[config.mk]
export PLATFORM = sky130hd
export DESIGN_NAME = sfr_bank
export DESIGN_NICKNAME = d
export VERILOG_FILES = /design/src/rtl/sfr_pkg.sv /design/src/rtl/sfr_cell.sv /design/src/rtl/sfr_bank.sv
export SDC_FILE = /design/constraint.sdc
export NUM_CORES = 1
export LEC_CHECK = 0
export CAP_MARGIN = 30
export CELL_PAD_IN_SITES_DETAIL_PLACEMENT = 0
export CELL_PAD_IN_SITES_GLOBAL_PLACEMENT = 1
export CORE_MARGIN = 8
export CORE_UTILIZATION = 30
export CTS_CLUSTER_SIZE = 12
export DETAILED_ROUTE_END_ITERATION = 7
export PLACE_DENSITY_LB_ADDON = 0.1
export SYNTH_ARGS = -nofsm -noshare
export SYNTH_HDL_FRONTEND = slang
export SYNTH_SLANG_ARGS = --single-unit
[constraint.sdc]
create_clock -name clk -period 2.09 [get_ports clk]
set_clock_uncertainty 0.05 [all_clocks]
set_input_delay 0.3135 -clock clk [delete_from_list [all_inputs] [get_ports clk]]
set_output_delay 0.3135 -clock clk [all_outputs]
set_load 0.02 [all_outputs]
[src/rtl/sfr_pkg.sv]
// Shared constants for the SFR bank: default geometry and the access-mode encoding.
package sfr_pkg;

    localparam int SFR_WIDTH = 8;
    localparam int SFR_NREG  = 4;

    typedef enum logic {
        ACC_BIT  = 1'b0,
        ACC_BYTE = 1'b1
    } acc_mode_e;

endpackage

[src/rtl/sfr_cell.sv]
// One WIDTH-bit special-function register: CPU byte/bit write under mask,
// then hardware clear, then hardware set (set has the final say).
module sfr_cell
    import sfr_pkg::*;
#(
    parameter int               WIDTH = SFR_WIDTH,
    parameter logic [WIDTH-1:0] INITV = '0,
    parameter logic [WIDTH-1:0] WMASK = '1,
    localparam int              BW    = (WIDTH > 1) ? $clog2(WIDTH) : 1
) (
    input  logic             clk,
    input  logic             reset,
    input  logic             wr_byte,
    input  logic             wr_bit,
    input  logic [BW-1:0]    bit_sel,
    input  logic [WIDTH-1:0] din,
    input  logic             bin,
    input  logic [WIDTH-1:0] hw_set,
    input  logic [WIDTH-1:0] hw_clr,
    output logic [WIDTH-1:0] q
);

    logic [WIDTH-1:0] val_d;
    logic [WIDTH-1:0] val_q;

    always_comb begin
        val_d = val_q;
        for (int i = 0; i < WIDTH; i++) begin
            if (WMASK[i] && (wr_byte || (wr_bit && (bit_sel == BW'(i))))) begin
                val_d[i] = wr_byte ? din[i] : bin;
            end
            if (hw_clr[i]) val_d[i] = 1'b0;
            if (hw_set[i]) val_d[i] = 1'b1;
        end
    end

    always_ff @(posedge clk) begin
        if (!reset) val_q <= INITV;
        else        val_q <= val_d;
    end

    assign q = val_q;

endmodule

[src/rtl/sfr_bank.sv]
// Bank of NREG special-function registers with byte/bit CPU access,
// hardware set/clear per bit, registered read data and an access-error pulse.
module sfr_bank
    import sfr_pkg::*;
#(
    parameter int                    WIDTH   = SFR_WIDTH,
    parameter int                    NREG    = SFR_NREG,
    parameter logic [NREG*WIDTH-1:0] INITV   = {NREG*WIDTH{1'b0}},
    parameter logic [NREG*WIDTH-1:0] WMASK   = {NREG*WIDTH{1'b1}},
    parameter logic [NREG-1:0]       BITADDR = {NREG{1'b1}},
    localparam int                   AW      = $clog2(NREG),
    localparam int                   BW      = (WIDTH > 1) ? $clog2(WIDTH) : 1
) (
    input  logic                  clk,
    input  logic                  reset,
    input  logic                  wr_en,
    input  logic                  rd_en,
    input  logic                  byte_mode,
    input  logic [AW-1:0]         addr,
    input  logic [BW-1:0]         bit_sel,
    input  logic [WIDTH-1:0]      din,
    input  logic                  bin,
    input  logic [NREG*WIDTH-1:0] hw_set,
    input  logic [NREG*WIDTH-1:0] hw_clr,
    output logic [WIDTH-1:0]      dout,
    output logic                  bout,
    output logic                  rvalid,
    output logic                  err,
    output logic [NREG*WIDTH-1:0] cout
);

    logic [WIDTH-1:0] regs [NREG];
    logic [WIDTH-1:0] sel_val;
    logic             sel_bit;
    logic             sel_bitaddr;
    logic             addr_hit;
    logic             is_byte;
    logic             acc_err;
    logic             wr_ok;

    logic [WIDTH-1:0] dout_d, dout_q;
    logic             bout_d, bout_q;
    logic             rvalid_d, rvalid_q;
    logic             err_d, err_q;

    assign is_byte = (acc_mode_e'(byte_mode) == ACC_BYTE);

    // Decode by equality so an address past the last register simply hits nothing.
    always_comb begin
        sel_val     = '0;
        sel_bitaddr = 1'b0;
        addr_hit    = 1'b0;
        for (int i = 0; i < NREG; i++) begin
            if (addr == AW'(i)) begin
                sel_val     = regs[i];
                sel_bitaddr = BITADDR[i];
                addr_hit    = 1'b1;
            end
        end
    end

    always_comb begin
        sel_bit = 1'b0;
        for (int j = 0; j < WIDTH; j++) begin
            if (bit_sel == BW'(j)) sel_bit = sel_val[j];
        end
    end

    assign acc_err = (wr_en || rd_en) && (!addr_hit || (!is_byte && !sel_bitaddr));
    assign wr_ok   = wr_en && !acc_err;

    for (genvar g = 0; g < NREG; g++) begin : g_cell
        logic hit;
        assign hit = (addr == AW'(g));

        sfr_cell #(
            .WIDTH (WIDTH),
            .INITV (INITV[g*WIDTH +: WIDTH]),
            .WMASK (WMASK[g*WIDTH +: WIDTH])
        ) u_cell (
            .clk     (clk),
            .reset   (reset),
            .wr_byte (wr_ok && hit && is_byte),
            .wr_bit  (wr_ok && hit && !is_byte),
            .bit_sel (bit_sel),
            .din     (din),
            .bin     (bin),
            .hw_set  (hw_set[g*WIDTH +: WIDTH]),
            .hw_clr  (hw_clr[g*WIDTH +: WIDTH]),
            .q       (regs[g])
        );

        assign cout[g*WIDTH +: WIDTH] = regs[g];
    end

    // Read data sampled from the pre-update register value; errored reads return zero.
    always_comb begin
        dout_d   = dout_q;
        bout_d   = bout_q;
        rvalid_d = rd_en;
        err_d    = acc_err;
        if (rd_en) begin
            if (is_byte) dout_d = acc_err ? '0 : sel_val;
            else         bout_d = acc_err ? 1'b0 : sel_bit;
        end
    end

    always_ff @(posedge clk) begin
        if (!reset) begin
            dout_q   <= '0;
            bout_q   <= 1'b0;
            rvalid_q <= 1'b0;
            err_q    <= 1'b0;
        end else begin
            dout_q   <= dout_d;
            bout_q   <= bout_d;
            rvalid_q <= rvalid_d;
            err_q    <= err_d;
        end
    end

    assign dout   = dout_q;
    assign bout   = bout_q;
    assign rvalid = rvalid_q;
    assign err    = err_q;

endmodule

After elaboration in Yosys (flattened, before gate mapping)
Index checks and enable logic that the tools add are counted.
- bitwise logic cells: 1
- reductions and logical operators: 120
- eq/ne operators: 10
- mux-type cells: 146
- operators with widths (operator ; count):
    1-bit two-way mux ; 141
    3-bit nonzero test ; 32
    1-bit logical AND ; 47
    8-bit two-way mux ; 5
    1-bit logical OR ; 34
    3-bit == test, second input constant ; 4
    3-bit by 2-bit == test with 1-bit output, second input constant ; 2
    2-bit == test, second input constant ; 2
    2-bit AND reduction ; 2
    3-bit by 1-bit == test with 1-bit output, second input constant ; 1
    1-bit zero test ; 3
    3-bit zero test ; 1
    2-bit by 1-bit == test with 1-bit output, second input constant ; 1
    2-bit zero test ; 1
    1-bit NOT ; 1
- logic and storage cells: 313
- flip-flop bits (word level): 43

Depth between registers and ports, before layout
Gate-level depths: netlist of run 1.
- depth after elaboration: 18
- depth in mapped cells: 6
- gate-level depth less buffers: 4

Modules after synthesis
A second synthesis of run 1 with hierarchy kept.
- cell total of the unflattened synthesis: 351
- area total of the unflattened synthesis: 2906.5 sq um
- by module, submodules not included (module ; cells each ; times used ; area an instance (sq um) ; sequential area each (sq um)):
    sfr_cell ; 66 ; 4 ; 528.0 ; 160.2
    sfr_bank ; 87 ; 1 ; 794.5 ; 220.2

Worst setup path after synthesis of run 1
OpenSTA, ideal clock, no wires.
- kind: input to register
- from: input port addr[1]
- to: register g_cell[0].u_cell.val_q[0]
- library setup time: 0.115 ns
- slack: 0.450 ns
- arrival: 1.475 ns
- buffers on the path: 1
- stages: 5
- required time: 1.925 ns
- cell sequence: or4bb_1 buf_2 a21boi_4 a2111oi_0 o21a_1
- longest elaborated chain between the ends: 17
- ends and longest elaborated chain (element ; line ; source):
    start: declaration ; sfr_bank.sv:19 ; input logic [AW-1:0] addr,
    2-bit zero test ; sfr_bank.sv:54, sfr_bank.sv:74 ;
    1-bit two-way mux (4 in series) ; sfr_bank.sv:54 ; if (addr == AW'(i)) begin
    1-bit zero test ; sfr_bank.sv:69 ; assign acc_err = (wr_en || rd_en) && (!addr_hit || (!is_byte && !sel_bitaddr));
    1-bit logical AND ; sfr_bank.sv:69 ;
    1-bit logical OR ; sfr_bank.sv:69 ;
    1-bit logical AND ; sfr_bank.sv:69 ;
    1-bit zero test ; sfr_bank.sv:70 ; assign wr_ok = wr_en && !acc_err;
    1-bit logical AND ; sfr_bank.sv:70 ;
    1-bit logical AND (*) ; sfr_bank.sv:83, sfr_bank.sv:84 ;
    1-bit logical AND ; sfr_bank.sv:83 ; .wr_byte (wr_ok && hit && is_byte),
    1-bit two-way mux ; sfr_cell.sv:30 ; val_d[i] = wr_byte ? din[i] : bin;
    1-bit two-way mux ; sfr_cell.sv:29 ; if (WMASK[i] && (wr_byte || (wr_bit && (bit_sel == BW'(i))))) begin
    1-bit two-way mux ; sfr_cell.sv:32 ; if (hw_clr[i]) val_d[i] = 1'b0;
    1-bit two-way mux ; sfr_cell.sv:33 ; if (hw_set[i]) val_d[i] = 1'b1;
    end signal: assignment ; sfr_cell.sv:39 ; else val_q <= val_d;
    end: declaration ; sfr_cell.sv:24 ; logic [WIDTH-1:0] val_q;
Every way passes the cells marked *; elsewhere a longest branch is shown, timed or not. The select of a mux whose other input is x is not followed.
A chain may end at the register's enable or synchronous reset.

Final worst setup path of run 1
- from: input port addr[1]
- to: register g_cell[0].u_cell.val_q[7]
The elaborated chain is that of the path after synthesis.

==> results of run 1 <==
what timing repair did:
item / 4_1_cts / 5_1_grt
endpoints found under the hold margin: 0 / 0
hold buffers: 0 / 0
gates resized for setup: 2 / 13
setup endpoints to repair: 4 / 11
pin swaps: 0 / 1
flip-flops by register name (all words and copies together), names as in the netlist:
signal and count:
err 1, g_cell.u_cell.q 32, rvalid 1, dout 8
bout 1
routing by layer:
metal / track usage / up-vias / share of wire
met2: 0.347 / 107 / 0.51
li1: - / 1436 / -
met4: 0.0438 / 0 / 0.013
met1: 0.225 / 1397 / 0.40
met3: 0.0506 / 12 / 0.072
met5: 0 / - / 0
cell type report:
type                    count  area share
clock buffers               7      0.0168
clock inverters             1     0.00110
multi-input cells         210       0.371
flip-flops and latches     43       0.189
repair buffers            184       0.392
well taps                 108      0.0297
critical path, stage by stage:
cell,delay (ps)
clkdlybuf4s50_1,440
buf_12,170
or4bb_1,570
a21boi_4,340
a2111oi_1,140
o21a_1,190
per-stage QoR:
| step | power (mW) | cells | area, um2 | util | setup slack, ps |
|---|---|---|---|---|---|
| after global routing | 2.26 | 553 | 4540 | 0.524 | -7.81 |
| final | 2.16 | 553 | 4540 | 0.524 | 62.6 |
| after detailed placement | 1.64 | 545 | 4430 | 0.511 | -369 |
| after global placement | 1.63 | 545 | 4430 | 0.511 | -363 |
| after CTS | 2.19 | 553 | 4520 | 0.520 | 58.8 |
| after floorplan | 1.22 | 280 | 2670 | - | 450 |
how the worst min path moves through the flow:
stage               from               endpoint  slack [ps]  cells past startpoint
2_1_floorplan  hw_set[0]  g_cell[0].u_cell.q[0]         390                      1
3_5_place_dp     dout[5]                dout[5]         410                      2
5_1_grt          dout[5]                dout[5]         430                      2
4_1_cts          dout[0]                dout[0]         420                      2
6_report         dout[0]                dout[0]         410                      2
3_3_place_gp     dout[0]                dout[0]         400                      2
cell families after synthesis:
logic type | Yosys count | share of synthesized area
compound gates | 117 | 0.363
simple gates | 83 | 0.188
flops | 43 | 0.323
buf+inv | 27 | 0.0577
mux | 9 | 0.0667
other cells | 1 | 0.00141
cells in the final DEF, fill, tap and decap left out, drive strengths merged, types with 3 or more instances in the layout:
cell type and instances:
clkdlybuf4s50 123, buf 59, dfxtp 43, nor2 33, a211oi 32, o21a 32
a2111oi 32, nand2 13, a21boi 13, nand3 8, mux4 7, clkbuf 7
nand2b 4, nor3b 4, and4b 3, and3b 3
power breakdown:
part           total, mW  internal, mW  switching, mW
sequential         0.916         0.872         0.0441
clock              0.540         0.236          0.305
combinational      0.708         0.403          0.305
==> results.tsv, run 1 <==
metric	value	unit
minimum clock period	2030	ps
HP Class	flop to flop	
Critical Path Start Type	input port	
clock sink total	43	
Yosys top cell area share	0.323	
outcome	completed	
worst skew pair latency	300	ps
main area contributors after synthesis	dfxtp_1 (32%), a2111oi_0 (10%), a211oi_1 (9.0%), o21a_1 (9.0%), mux4_2 (5.9%)	
post-route antenna net violation count	0	
Via density	5.34	
diodes inserted	0	
unrepaired setup endpoints after global routing	true	
Post-CTS Repair Setup Buffers	0	
max-cap viol count	0	
CP Max Fanout	15	
FMAX	493	MHz
Mapped Area	0.00267	mm2
Hold Fails Final Rpt	0	
CTS H-Tree Depth	2	
RePlAce Congestion	0.879	
Die H	110	um
Synth Instances	280	
Syn Nets	363	
fin crit share	0.970	
Final Max Tran Viols	0	
P&R area growth vs syn	70.5	%
end of the critical path	g_cell[0].u_cell.q[7]	
clock-pin transition on the worst setup and hold timing paths	80	ps
Final HPWL DP	9.16	mm
Main synth FF type	dfxtp_1	
#FFs+latches synth	43	
Die X	110	um
Synth warnings	0	
starting density of the core	0.307	
VDD IR max	0.211	mV
Seq/Total Area, Yosys	0.323	
synth unique cells	43	
global-route wire length before repair	17.7	mm
R2R Path End	bout	
DR iter-0 viols	184	
Worst R2R Start	g_cell[2].u_cell.q[4]	
TritonCTS clock tree	yes	
Worst slew margin	0.662	
Worst Reg-to-Reg Cells	4	
Setup TNS Final	0	ps
Core Footprint	0.00868	mm2
Final nets	527	
leading area contributor after synthesis	dfxtp_1	
drt drc	0	
Vias	2952	
largest net degree at the start of global routing	43	
CTS Buf Count	5	
WL/cell	21.1	um
Port Buffers	125	
Hold WS	412	ps
vias in the first global route	3130	
Clock Tree Buf Depth	2	
die area	0.0122	mm2
FF+latch area	861	um2
Post-synth EDFFs	0	
Ports	126	
Setup CP Type	input port to flop	
most common cell in the netlist	dfxtp_1	
Setup crit start	addr[1]	
CP required	2240	ps
filler instances	842	
layout cells sized above 1	0.204	
power density over cell area	476	mW/mm2
CTS root buffer	clkbuf_8	
setup violators final	0	
crit path DAT	2170	ps
cell row count	34	
Avg Synthesized Cell Area	9.52	um2
Async SR Flop Fraction	0	
gr usage total	0.194	
top post-synthesis cells by count	dfxtp_1 (43), nor2_1 (33), a211oi_1 (32), o21a_1 (32), a2111oi_0 (31)	
area of the multi-input gates	0.00168	mm2
Least-Margin Pin Slew	494	ps
1st-pass router iterations	4	
Crit. End Element	flop	
Routed WL	11.6	mm
Overflow after GRT	0	
initial antenna violation count	0	
Leak	1.68	nW
internal reg-to-reg setup slack	530	ps
Power figures use the tool's default switching activity.
==> inputs of run 2 (changes only) <==
- clock period: 2.09 -> 2 ns (I/O delays scaled with it)
==> run 2 against run 1 <==
Net effect: critical path depth up 1; non-clock buffer count up 11; cell area up 4.0%; sequential share of layout area down 0.74 points; die area unchanged; worst setup slack better by 110 ps; critical path type unchanged; highest routed layer is now met5.
==> results.tsv, run 2 (same netlist as run 1, synthesis figures left out) <==
metric	value	unit	change
WL/cell	21.1	um	about the same
Pint	1.75	mW	was 1.51 mW
Worst Reg-to-Reg Cells	4		unchanged
VDD IR max	0.295	mV	was 0.211 mV
global-route wire length before repair	17.8	mm	was 17.7 mm
max-cap viol count	0		unchanged
power density over cell area	518	mW/mm2	was 476 mW/mm2
max reg flops	32		unchanged
1st-pass router iterations	4		unchanged
Worst R2R Start	g_cell[3].u_cell.q[4]		was g_cell[2].u_cell.q[4]
drt drc	0		unchanged
post-route antenna net violation count	0		unchanged
largest net degree at the start of global routing	43		unchanged
CTS H-Tree Depth	2		unchanged
outcome	completed		unchanged
Clock Tree Buf Depth	2		unchanged
placed cell area	0.00449	mm2	was 0.00443 mm2
clock-pin transition on the worst setup and hold timing paths	90	ps	was 80 ps
Critical Path Start Type	input port		unchanged
unrepaired setup endpoints after global routing	false		was true
area of the multi-input gates	0.00172	mm2	was 0.00168 mm2
Hold WS	415	ps	was 412 ps
vias in the first global route	3261		was 3130
crit path DAT	2030	ps	was 2170 ps
Vias	3073		was 2952
CP required	2200	ps	was 2240 ps
Leak	1.79	nW	was 1.68 nW
clock sink total	43		unchanged
die area	0.0122	mm2	unchanged
Psw	0.698	mW	was 0.654 mW
Hold Fails Final Rpt	0		unchanged
CTS root buffer	clkbuf_8		unchanged
Final HPWL DP	9.22	mm	was 9.16 mm
overall power	2.45	mW	was 2.16 mW
diodes inserted	0		unchanged
Final Max Tran Viols	0		unchanged
Crit. End Element	flop		unchanged
Hold Startpoint	dout[5]		was dout[0]
# hold bufs at CTS	0		unchanged
P&R area growth vs syn	77.4	%	was 70.5%
layout cells sized above 1	0.239		was 0.204
worst skew pair latency	300	ps	about the same
final core utilization	0.545		was 0.524
Via density	5.45		was 5.34
setup violators final	0		unchanged
CTS Buf Count	5		unchanged
Routed WL	11.9	mm	was 11.6 mm
Place WS	-489	ps	was -369 ps
gr usage total	0.193		was 0.194
Core Footprint	0.00868	mm2	unchanged
Overflow after GRT	0		unchanged
switching share of total power	0.285		was 0.302
Final nets	538		was 527
CP Max Fanout	12		was 15
fin crit share	0.912		
most common cell after layout, fill and taps aside	clkdlybuf4s50_1		unchanged
HP Class	flop to flop		unchanged
power share of the clock group	0.296		was 0.250
most frequent cells in the layout	clkdlybuf4s50_1 (120), buf_4 (61), dfxtp_1 (43), nor2_1 (33)		was clkdlybuf4s50_1 (123), buf_4 (52), dfxtp_1 (43), nor2_1 (33)
register share of total power	0.391		was 0.423
filler instances	839		was 842
DR iter-0 viols	98		was 184
final worst setup slack	176	ps	was 62.6 ps
Die X	110	um	unchanged
Ports	126		unchanged
post-route cell area	0.00473	mm2	was 0.00454 mm2
RePlAce Congestion	0.864		was 0.879
Die H	110	um	unchanged
Setup crit start	addr[0]		was addr[1]
minimum clock period	1820	ps	
FF+latch area	861	um2	unchanged
WHS Path Cells	2		unchanged
Setup CP Type	input port to flop		unchanged
FMAX	548	MHz	
combinational power share	0.313		was 0.327
Port Buffers	125		unchanged
starting density of the core	0.307		unchanged
TritonCTS clock tree	yes		unchanged
initial antenna violation count	1		was 0
cell row count	34		unchanged
run 2: final timing paths:
| path | slack [ps] | endpoint |
|---|---|---|
| worst max-delay path | 180 | g_cell[0].u_cell.q[0] |
| worst min-delay path | 410 | dout[5] |
| worst max register to register | 480 | bout |
| worst min register to register | 410 | dout[5] |
run 2: metrics by stage:
stage / cells / TNS [ps]
floorplan: 280 / 0
global placement: 553 / -9500
detailed placement: 553 / -10780
CTS: 561 / -11.5
global route: 564 / 0
finish: 564 / 0
run 2: metal layers:
layer | wire length (um) | vias to the layer above | part of all wire | global-route usage
li1 | - | 1466 | - | -
met1 | 4900 | 1473 | 0.41 | 0.220
met2 | 5930 | 118 | 0.50 | 0.339
met3 | 928 | 14 | 0.078 | 0.0564
met4 | 136 | 2 | 0.011 | 0.0571
met5 | 13 | - | 0.0011 | 0
run 2: power groups by stage:
stage                     registers [mW]  clock network [mW]  logic, mW
after detailed placement           0.978                   0      0.742
after CTS                          0.958               0.742      0.747
after global placement             0.977                   0      0.739
final                              0.959               0.725      0.767
after global routing               0.964               0.772      0.814
after floorplan                     1.03                   0      0.241
run 2: repair_timing:
item / CTS / global route
resized for setup: 9 / 18
setup endpoints to repair: 18 / 27
endpoints found under the hold margin: 0 / 0
pin swaps: 2 / 5
buffers inserted: 0 / 2
cloned: 0 / 1
run 2: area by class of cell:
type                       count  area share
timing repair buffer         195       0.401
clock inverter                 2     0.00741
sequential                    43       0.182
tap                          108      0.0286
multi-input combinational    210       0.364
clock buffer                   6      0.0175
run 2: worst max-delay path, stage by stage:
cell and delay [ps]:
dlygate4sd2_1 350, buf_4 250, nor4b_4 310, buf_4 190, a211oi_1 60, a2111oi_0 410
o21a_1 160
==> edit: new RTL, settings of run 2 <==
Set the package constant `SFR_NREG` to 16 (it was 4).
--- a/src/rtl/sfr_pkg.sv
+++ b/src/rtl/sfr_pkg.sv
@@ -3,5 +3,5 @@
 
     localparam int SFR_WIDTH = 8;
-    localparam int SFR_NREG  = 4;
+    localparam int SFR_NREG  = 16;
 
     typedef enum logic {
Ports: changed (resized addr, cout, hw_clr and hw_set); port bits go from 126 to 416. The function was not compared with the original's and may differ.
==> edit against run 2 <==
- worst setup slack got worse by 0.14 ns
- total power rose to 3.8 times the old value
- sequential cell count rose by 96
- cell area rose to 3.4 times the old value
- register-to-register slack got worse by 0.45 ns
- wire length rose to 4.7 times the old value
- critical path depth rose by 1
- non-clock buffer count rose by 473
- first-iteration DRC count rose to 9.7 times the old value
- area after synthesis rose to 3.3 times the old value
- critical endpoint is now bout
==> edit: results (changes against run 2) <==
Net Count, Synth 1317 (was 363); HPWL after detailed placement 42900 um (was 9220 um); Leak Pwr 6.04 nW (was 1.79 nW); number of CTS-inserted buffers 17 (was 5); Pre-antenna DRT Iters 5 (was 4); Crit path max-delay family compound AO/OA/AOI/OAI gates (was buffers and inverters); critical path class reg2reg (was in2reg); DRT iter0 DRCs 946 (was 98); yosys warns 0 (unchanged); Placed Area 15200 um^2 (was 4490 um^2); Flop pwr share 33.7% (was 39.1%); Gate power share 29.4% (was 31.3%); reg2reg setup slack 0.03 ns (was 0.48 ns); CTS HTree Levels 4 (was 2); top post-synthesis cells by area dfxtp_1, o21a_1, a2111oi_0 (was dfxtp_1, a2111oi_0, a211oi_1); share of cells above drive strength 1 24.9% (was 23.9%); Hold Path Class in2reg (was reg2reg); FILL cells 2728 (was 839); sw power 2.97 mW (was 0.698 mW); internal power 6.44 mW (was 1.75 mW); hold depth 2 (unchanged); Final Hold Slack 0.152 ns (was 0.415 ns); run status completed (unchanged); FFs w/ async S/R, synth 0% (unchanged); Total GRT Usage 30.1% (was 19.3%); hold wc startpoint reset (was dout[5]); WL/cell 27.4 um (was 21.1 um); vias in the first global route 11940 (was 3261); Worst-Margin Slew 0.500 ns; first-pass GRT wire length 80600 um (was 17800 um); RR Startpoint g_cell[5].u_cell.q[4] (was g_cell[3].u_cell.q[4]); CTS resizes 49 (was 9); Fmax achieved 508 MHz (was 548 MHz); Netlist cell types 71 (was 43); worst-path maximum fanout 2 (was 12); Worst R2R Path Depth 8 (was 4); clock root buffer clkbuf_16 (was clkbuf_8); flip-flop count of the largest register after layout 128 (was 32); IO Port Bufs 415 (was 125); vias per cell 5.71 (was 5.45); Net count, final 1910 (was 538); pin count of the biggest net entering global routing 69 (was 43); slowest stage delay, CP 0.35 ns (was 0.41 ns); final cell count without fillers 2036 (was 564); top cells by count, synth nor2_1, dfxtp_1, o21a_1, a2111oi_0, a211oi_1 (was dfxtp_1, nor2_1, a211oi_1, o21a_1, a2111oi_0); GP Congestion 0.931 (was 0.864); dpl ws -0.792 ns (was -0.489 ns); Avg Cell Area, Syn 8.56 um^2 (was 9.52 um^2); row cnt 63 (was 34); clk_lat worst skew 0.44 ns (was 0.30 ns); slowest stage cell, crit path dfxtp_2 (was a2111oi_0); Max IR drop VDD 0.000534 V (was 0.000295 V); post-synthesis sequential area ratio 31.3% (was 32.3%); Setup Buffers After CTS 10 (was 0); initial antenna violation count 3 (was 1); Hold EP g_cell[7].u_cell.q[4] (was dout[5])
[edit: area by class of cell]
| type | instances | area [um^2] | area share [%] |
|---|---|---|---|
| Antenna cell | 1 | 2.50 | 0.0155 |
| Clock buffer | 19 | 443 | 2.74 |
| Clock inverter | 12 | 164 | 1.01 |
| Inverter | 5 | 18.8 | 0.116 |
| Multi-Input combinational cell | 802 | 5950 | 36.8 |
| Sequential cell | 139 | 2790 | 17.2 |
| Tap cell | 390 | 488 | 3.02 |
| Timing Repair Buffer | 668 | 6320 | 39.1 |
[edit: cell families (layout without fill, tap and decap cells)]
family          after synthesis  count (layout)  synth area share [%]
other cells                   1               2                0.0421
compound gates              473             473                  41.5
simple gates                293             293                  16.1
buf+inv                      99             704                  5.45
flops                       139             139                  31.3
mux                          35              35                  5.67
[edit: metal layers]
layer	GRT usage (%)	share of wire (%)
met2	49.0	47
met4	8.21	2.4
met3	7.30	8.1
met1	39.0	43
met5	0	0.041
